## src/rtl/inst_fetch_queue_if.sv

```systemverilog
// Bus bundle between the fetch stage, the instruction queue and the decode stage.
// master = fetch/decode side, slave = the queue itself.
interface inst_fetch_queue_if #(
   parameter int DEPTH = 4,
   parameter int IW    = 16,
   parameter int PW    = 16
);
   localparam int CW = $clog2(DEPTH) + 1;

   // Handshake: an entry moves fetch->queue on an edge where fetch_vld_in=1 and
   // full_out=0, and queue->decode on an edge where vld_out=1 and dec_rdy_in=1;
   // flush_in=1 overrides both transfers in that cycle.
   logic          fetch_vld_in;
   logic [IW-1:0] inst_in;
   logic [PW-1:0] pc_in;
   logic          full_out;
   logic          dec_rdy_in;
   logic          vld_out;
   logic [IW-1:0] inst_out;
   logic [PW-1:0] pc_out;
   logic [3:0]    opco_out;
   logic [1:0]    jmp_off_out;
   logic          flush_in;
   logic [CW-1:0] count_out;

   modport master (
      output fetch_vld_in, inst_in, pc_in, dec_rdy_in, flush_in,
      input  full_out, vld_out, inst_out, pc_out, opco_out, jmp_off_out, count_out
   );

   modport slave (
      input  fetch_vld_in, inst_in, pc_in, dec_rdy_in, flush_in,
      output full_out, vld_out, inst_out, pc_out, opco_out, jmp_off_out, count_out
   );
endinterface

```

## src/rtl/inst_fetch_queue.sv

```systemverilog
// Zero-bubble instruction queue between fetch and decode, with redirect flush.
// Head entry is read combinationally from storage; occupancy is tracked explicitly.
module inst_fetch_queue #(
   parameter int DEPTH = 4,
   parameter int IW    = 16,
   parameter int PW    = 16
) (
   input logic                 clk,
   input logic                 rst_n,
   inst_fetch_queue_if.slave   bus
);
   localparam int AW = $clog2(DEPTH);
   localparam int CW = AW + 1;
   localparam logic [CW-1:0] FULL_CNT = CW'(DEPTH);

   logic [IW-1:0] r_mem_inst [DEPTH];
   logic [PW-1:0] r_mem_pc   [DEPTH];
   logic [AW-1:0] r_rd_ptr;
   logic [AW-1:0] r_wr_ptr;
   logic [CW-1:0] r_count;

   logic w_full;
   logic w_vld;
   logic w_push;
   logic w_pop;

   // full_out comes only from r_count, so dec_rdy_in never reaches it.
   assign w_full = (r_count == FULL_CNT);
   assign w_vld  = (r_count != '0);
   assign w_push = bus.fetch_vld_in & ~w_full & ~bus.flush_in;
   assign w_pop  = bus.dec_rdy_in & w_vld & ~bus.flush_in;

   always_ff @(posedge clk or negedge rst_n) begin
      if (!rst_n) begin
         r_rd_ptr <= '0;
         r_wr_ptr <= '0;
         r_count  <= '0;
      end else if (bus.flush_in) begin
         r_rd_ptr <= '0;
         r_wr_ptr <= '0;
         r_count  <= '0;
      end else begin
         if (w_push) r_wr_ptr <= r_wr_ptr + 1'b1;
         if (w_pop)  r_rd_ptr <= r_rd_ptr + 1'b1;
         r_count <= r_count + CW'(w_push) - CW'(w_pop);
      end
   end

   // Storage is intentionally left unreset.
   always_ff @(posedge clk) begin
      if (w_push) begin
         r_mem_inst[r_wr_ptr] <= bus.inst_in;
         r_mem_pc[r_wr_ptr]   <= bus.pc_in;
      end
   end

   assign bus.full_out    = w_full;
   assign bus.vld_out     = w_vld;
   assign bus.count_out   = r_count;
   assign bus.inst_out    = r_mem_inst[r_rd_ptr];
   assign bus.pc_out      = r_mem_pc[r_rd_ptr];
   assign bus.opco_out    = r_mem_inst[r_rd_ptr][IW-1 -: 4];
   assign bus.jmp_off_out = r_mem_inst[r_rd_ptr][IW-5 -: 2];
endmodule

```

## src/flat_wrapper.sv

```systemverilog
// flat-port wrapper written by rule: the top's interface ports become plain ports
module inst_fetch_queue_flat 
#(
   parameter int DEPTH = 4,
   parameter int IW    = 16,
   parameter int PW    = 16
)
  (clk, rst_n, bus_fetch_vld_in, bus_inst_in, bus_pc_in, bus_dec_rdy_in, bus_flush_in, bus_full_out, bus_vld_out, bus_inst_out, bus_pc_out, bus_opco_out, bus_jmp_off_out, bus_count_out);
  inst_fetch_queue_if #(.DEPTH(DEPTH), .IW(IW), .PW(PW)) bus_i ();
  input logic clk;
  input logic rst_n;
  input wire logic [$bits(bus_i.fetch_vld_in)-1:0] bus_fetch_vld_in;
  input wire logic [$bits(bus_i.inst_in)-1:0] bus_inst_in;
  input wire logic [$bits(bus_i.pc_in)-1:0] bus_pc_in;
  input wire logic [$bits(bus_i.dec_rdy_in)-1:0] bus_dec_rdy_in;
  input wire logic [$bits(bus_i.flush_in)-1:0] bus_flush_in;
  output wire logic [$bits(bus_i.full_out)-1:0] bus_full_out;
  output wire logic [$bits(bus_i.vld_out)-1:0] bus_vld_out;
  output wire logic [$bits(bus_i.inst_out)-1:0] bus_inst_out;
  output wire logic [$bits(bus_i.pc_out)-1:0] bus_pc_out;
  output wire logic [$bits(bus_i.opco_out)-1:0] bus_opco_out;
  output wire logic [$bits(bus_i.jmp_off_out)-1:0] bus_jmp_off_out;
  output wire logic [$bits(bus_i.count_out)-1:0] bus_count_out;
  assign bus_i.fetch_vld_in = bus_fetch_vld_in;
  assign bus_i.inst_in = bus_inst_in;
  assign bus_i.pc_in = bus_pc_in;
  assign bus_i.dec_rdy_in = bus_dec_rdy_in;
  assign bus_i.flush_in = bus_flush_in;
  assign bus_full_out = bus_i.full_out;
  assign bus_vld_out = bus_i.vld_out;
  assign bus_inst_out = bus_i.inst_out;
  assign bus_pc_out = bus_i.pc_out;
  assign bus_opco_out = bus_i.opco_out;
  assign bus_jmp_off_out = bus_i.jmp_off_out;
  assign bus_count_out = bus_i.count_out;
  inst_fetch_queue #(.DEPTH(DEPTH), .IW(IW), .PW(PW)) u_core (.clk(clk), .rst_n(rst_n), .bus(bus_i));
endmodule
```

## config.mk

```make
export PLATFORM = sky130hd
export DESIGN_NAME = inst_fetch_queue_flat
export DESIGN_NICKNAME = d
export VERILOG_FILES = /design/src/rtl/inst_fetch_queue_if.sv /design/src/rtl/inst_fetch_queue.sv /design/src/flat_wrapper.sv
export SDC_FILE = /design/constraint.sdc
export NUM_CORES = 1
export LEC_CHECK = 0
export ABC_AREA = 1
export CAP_MARGIN = 25
export CELL_PAD_IN_SITES_DETAIL_PLACEMENT = 1
export CELL_PAD_IN_SITES_GLOBAL_PLACEMENT = 1
export CORE_MARGIN = 2
export CORE_UTILIZATION = 40
export DETAILED_ROUTE_END_ITERATION = 8
export GPL_ROUTABILITY_DRIVEN = 0
export GPL_TIMING_DRIVEN = 0
export PLACE_DENSITY_LB_ADDON = 0.1
export SLEW_MARGIN = 20
export SYNTH_ARGS = -nofsm -noshare
export SYNTH_HDL_FRONTEND = slang
export SYNTH_SLANG_ARGS = --single-unit
```

## constraint.sdc

```tcl
create_clock -name clk -period 2.6 [get_ports clk]
set_clock_uncertainty 0.2 [all_clocks]
set_input_delay 0.65 -clock clk [delete_from_list [all_inputs] [get_ports clk]]
set_output_delay 0.65 -clock clk [all_outputs]
set_load 0.005 [all_outputs]
```

## Yosys cells after proc, flatten, opt, wreduce, memory -nomap -nowiden

Memories as Yosys holds them, arrays and structs flattened.
Cells that the tools add are included.

| word-level totals | value |
|---|---|
| register bits after elaboration | 7 |
| RAM bits | 128 |
| input bits | 37 |
| output and inout bits | 43 |
| memories kept | 2 |

Memories:

| memory | depth | width | read ports | clocked after Yosys merged registers in | wr ports | line | RTL |
|---|---|---|---|---|---|---|---|
| u_core.r_mem_inst | 4 | 16 | 1 | 0 | 1 | inst_fetch_queue.sv:16 | `logic [IW-1:0] r_mem_inst [DEPTH];` |
| u_core.r_mem_pc | 4 | 16 | 1 | 0 | 1 | inst_fetch_queue.sv:17 | `logic [PW-1:0] r_mem_pc [DEPTH];` |

| operators by class | value |
|---|---|
| $add $sub $neg | 4 |
| equality and inequality tests | 1 |
| multiplexer cells | 7 |
| bitwise gates (word level) | 6 |
| reductions and logical operators | 3 |

Operators by type and width:

| kind | count |
|---|---|
| 2-bit 2-to-1 mux | 4 |
| 2-bit by 1-bit adder with 2-bit output (second input constant) | 2 |
| 1-bit bitwise AND | 4 |
| 2-bit nonzero test | 2 |
| 3-bit by 1-bit adder with 3-bit output | 1 |
| 3-bit equality test (second input constant) | 1 |
| 3-bit 2-to-1 mux | 1 |
| 3-bit nonzero test | 1 |
| 3-bit by 1-bit subtractor with 3-bit output | 1 |
| 1-bit 2-to-1 mux | 2 |
| 1-bit NOT | 2 |

## Depth between registers and ports, before layout

| logic depth | value |
|---|---|
| depth in word-level cells | 7 |
| mapped depth | 12 |
| depth with buffers taken out | 12 |

## Least setup slack after synthesis

Ideal clock, no wire load.

| timing path | value |
|---|---|
| path type | input -> register |
| from | in bus_flush_in |
| to | mem u_core.r_mem_inst[0][0] (enable) |
| setup time | 421 ps |
| data arrival time | 2313 ps |
| slack | -334 ps |
| stages on the path | 3 |
| path through | clkinv_1 -> nand3_1 -> nor2_1 |

| on the way | value |
|---|---|
| word-level cells in the longest chain between the ends | 4 |

Ends and longest elaborated chain:

| item | line | RTL |
|---|---|---|
| start: declaration | flat_wrapper.sv:16 | `input wire logic [$bits(bus_i.flush_in)-1:0] bus_flush_in;` |
| 1-bit NOT | inst_fetch_queue.sv:30 | `assign w_push = bus.fetch_vld_in & ~w_full & ~bus.flush_in;` |
| 1-bit bitwise AND | inst_fetch_queue.sv:30 |  |
| 1-bit 2-to-1 mux | inst_fetch_queue.sv:51 | `if (w_push) begin` |
| 1-bit 2-to-1 mux (not written as such) | inst_fetch_queue.sv:52 | `r_mem_inst[r_wr_ptr] <= bus.inst_in;` |
| end: declaration | inst_fetch_queue.sv:16 |  |

Every way passes these cells.

## Final worst setup path

| timing path | value |
|---|---|
| from | reg u_core.r_rd_ptr[0] |
| to | out bus_opco_out[1] |

| on the way | value |
|---|---|
| word-level cells in the longest chain between the ends | 1 |

Ends and longest elaborated chain:

| item | line | RTL |
|---|---|---|
| start: declaration | inst_fetch_queue.sv:18 | `logic [AW-1:0] r_rd_ptr;` |
| start signal: assignment | inst_fetch_queue.sv:44 | `if (w_pop) r_rd_ptr <= r_rd_ptr + 1'b1;` |
| memory read 4 x 16 bit | -- |  |
| end: declaration | flat_wrapper.sv:21 | `output wire logic [$bits(bus_i.opco_out)-1:0] bus_opco_out;` |

Every way passes these cells.

==> metrics <==
type of the tightest min-delay check=in -> async; placed wire-length estimate=7990 microns; WP depth=8; Core Footprint=12,800 sq um; leakage dissipation=2.71 nW; biggest area contributors in the synthesized netlist=edfxtp_1 (73%), nor2_1 (5.2%), o21ai_0 (4.1%); number of buffers added to fix hold violations after cts=0; clock tree from TritonCTS=yes; post-layout instance count excluding filler cells=686; ratio of cells with drive above 1 in the final layout=34.8%; number of sinks driven by the clock tree=135; All-Layer GR Usage=20.7%; Max Fclk=386 MHz; CTS max path bufs=2; dominant combinational cell family by area after synthesis=compound AO/OA/AOI/OAI gates; maximum number of pins on one net before global-route repair=18; commonest non-fill, non-tap cell in the layout=edfxtp_1; setup repair after global routing missed its margin=true; commonest cells after routing, fill and taps aside=edfxtp_1 (128), nor2_1 (44), clkdlybuf4s50_1 (41); GR Util met3=5.84%; Largest delay share family, worst path=buffers and inverters; diodes inserted=0; die width=119 microns; number of max-cap violations=0; # port buffers=79; share of the core filled with cells in the final layout=58.8%; path type of the worst setup path=reg -> out; CTS H-Tree Depth=4; Mapped Area=5280 sq um; count of state elements after synthesis=135; via density per instance=5.11; biggest area consumer among synthesized cells=edfxtp_1; Hold Fails Final Rpt=0; fill count=1,234; max-slew headroom at the worst pin=58.7%; Reg2Reg Setup Slack=0.31 ns; number of nets with antenna violations after routing=0; wire length of the first global-routing pass=21,500 microns; fin crit share=99.8%; worst path required time=1.75 ns; power per cell area=985 nW/um^2; critical path data arrival time=1.74 ns; cell-by-cell listing of the critical path=inv_2 > buf_6 > buf_12 > o21ai_4 > o22ai_2 > buf_4 > buf_4 > buf_2; Avg WL per Cell=19.8 microns; Final Total Pwr=7.39 mW; global routing met2 resource utilization=36.0%; number of detailed-routing iterations run before antenna repair=5; area of the die=14,100 sq um; area growth from synthesis to layout=42.1%; Yosys cell types=21; routing usage on met1=24.7%; Buffers & Inverters on Critical Path=6; number of global-route vias before repair=3,926; post-synthesis share of cell area spent on and, or, nand and nor gates=7.27%; detailed-route via count=3,503; compound-cell area share of the yosys netlist=9.95%; warnings from Yosys=0; Slew Limit Fails=0; share of the synthesized netlist area taken by xor and xnor gates=0%; worst-margin pin slew=0.618 ns; Worst-Skew Late Latency=0.42 ns; Setup crit start kind=flip-flop; VDD IR max=0.506 mV; area fraction of the dominant cell type after synthesis=72.8%; syn avg cell area=14.0 sq um; crit end category=primary output; CP dominant cell by count=buf_4; Final setup viols=0; Post-Synth Adder-Cell Area=1.80%; finished layout cell area=7500 sq um; number of CTS-inserted buffers=17; shortest period the worst path allows=2.59 ns; worst-path maximum fanout=5; post-synthesis instance total=378; R2R cell count=12; most congested layer reported by global routing=met2; die boundary height=119 microns; fin nets=545; share of synthesized area occupied by flip-flops and latches=76.1%; # rows=41; Synth Net Count=422; I/O pin count=80; area of placed instances=6430 sq um; smallest hold slack=0.300 ns; initial antenna violation count=0; initial detailed-routing violation count=264; gr ovfl total=0; final wirelength=13,600 microns; number of DRC violations after detailed routing=0; run status=finished, final reports clean; Cell Count Post-Placement=633; library cell contributing the largest single delay on the critical path=dfrtp_1; mux contribution to synthesized area=0%; post-CTS clock slew at the launch and capture registers of the worst setup and hold paths=0.06 ns; Max stage delay on crit path=0.41 ns; root buf cell=clkbuf_16; Initial Utilization=41.3%
==> kinds of logic (layout without fill, tap and decap cells) <==
group / after synthesis / in the layout
AO/OA/AOI/OAI: 97 / 97
adder cells (fa/ha/maj): 7 / 7
buffers and inverters: 42 / 178
flip-flops: 135 / 135
AND/OR/NAND/NOR: 97 / 97
==> state kept, by name, summed over array words and instances (netlist names) <==
register	flops
u_core.bus.count_out	3
u_core.r_mem_inst	64
u_core.r_mem_pc	64
u_core.r_rd_ptr	2
u_core.r_wr_ptr	2
==> path summary, 6_finish.rpt <==
path	startpoint	to
max	u_core.r_rd_ptr[0]	bus_opco_out[1]
min	rst_n	u_core.bus.count_out[2]
max reg2reg	u_core.bus.count_out[1]	u_core.bus.count_out[2]
min reg2reg	u_core.r_wr_ptr[0]	u_core.r_wr_ptr[0]
max in group asynchronous	rst_n	u_core.r_rd_ptr[1]
min in group clk	u_core.r_wr_ptr[0]	u_core.r_wr_ptr[0]
==> stage by stage <==
stage          TNS, ns  setup WS, ns
2_1_floorplan   -42.81        -0.334
3_3_place_gp   -266.04         -2.15
3_5_place_dp    -58.32        -0.546
4_1_cts         -0.124       -0.0600
5_1_grt         -0.377       -0.0830
6_report             0       0.00606
==> power by group <==
part           switching, mW  total [mW]  internal [mW]
Clock                  0.850        2.34           1.49
Combinational           1.24        2.44           1.19
Sequential            0.0763        2.61           2.54
==> what timing repair did <==
action                     CTS  global route
cloned                       2             1
pin swaps                   20            27
buffers inserted            23             2
gates resized for setup    157            91
setup endpoints to repair  106            37
==> routing by layer <==
metal / routed length, microns / share of wire [%] / vias up
li1: - / - / 1637
met1: 5900 / 43 / 1757
met2: 6930 / 51 / 95
met3: 637 / 4.7 / 14
met4: 137 / 1.0 / 0
met5: 0 / 0 / -
==> Yosys cell counts (all sizes together) <==
cell and number:
nand2 13, nand4 4, o22ai 32, fa 1, or2 1, o21ai 64
nor2 73, clkbuf 3, buf 23, inv 15, dfrtp 7, edfxtp 128
a21oi 1, clkinv 1, ha 6, nand3 6
==> final cells by class <==
class	instances	area [sq um]	area share [%]
Sequential cell	135	4020	53.6
Buffer	23	262	3.48
Multi-Input combinational cell	201	1340	17.8
Inverter	16	62.6	0.834
Tap cell	172	215	2.87
Clock buffer	20	437	5.82
Clock inverter	12	134	1.78
Timing Repair Buffer	107	1040	13.8
Note: power is estimated with default switching activity, not from simulation.
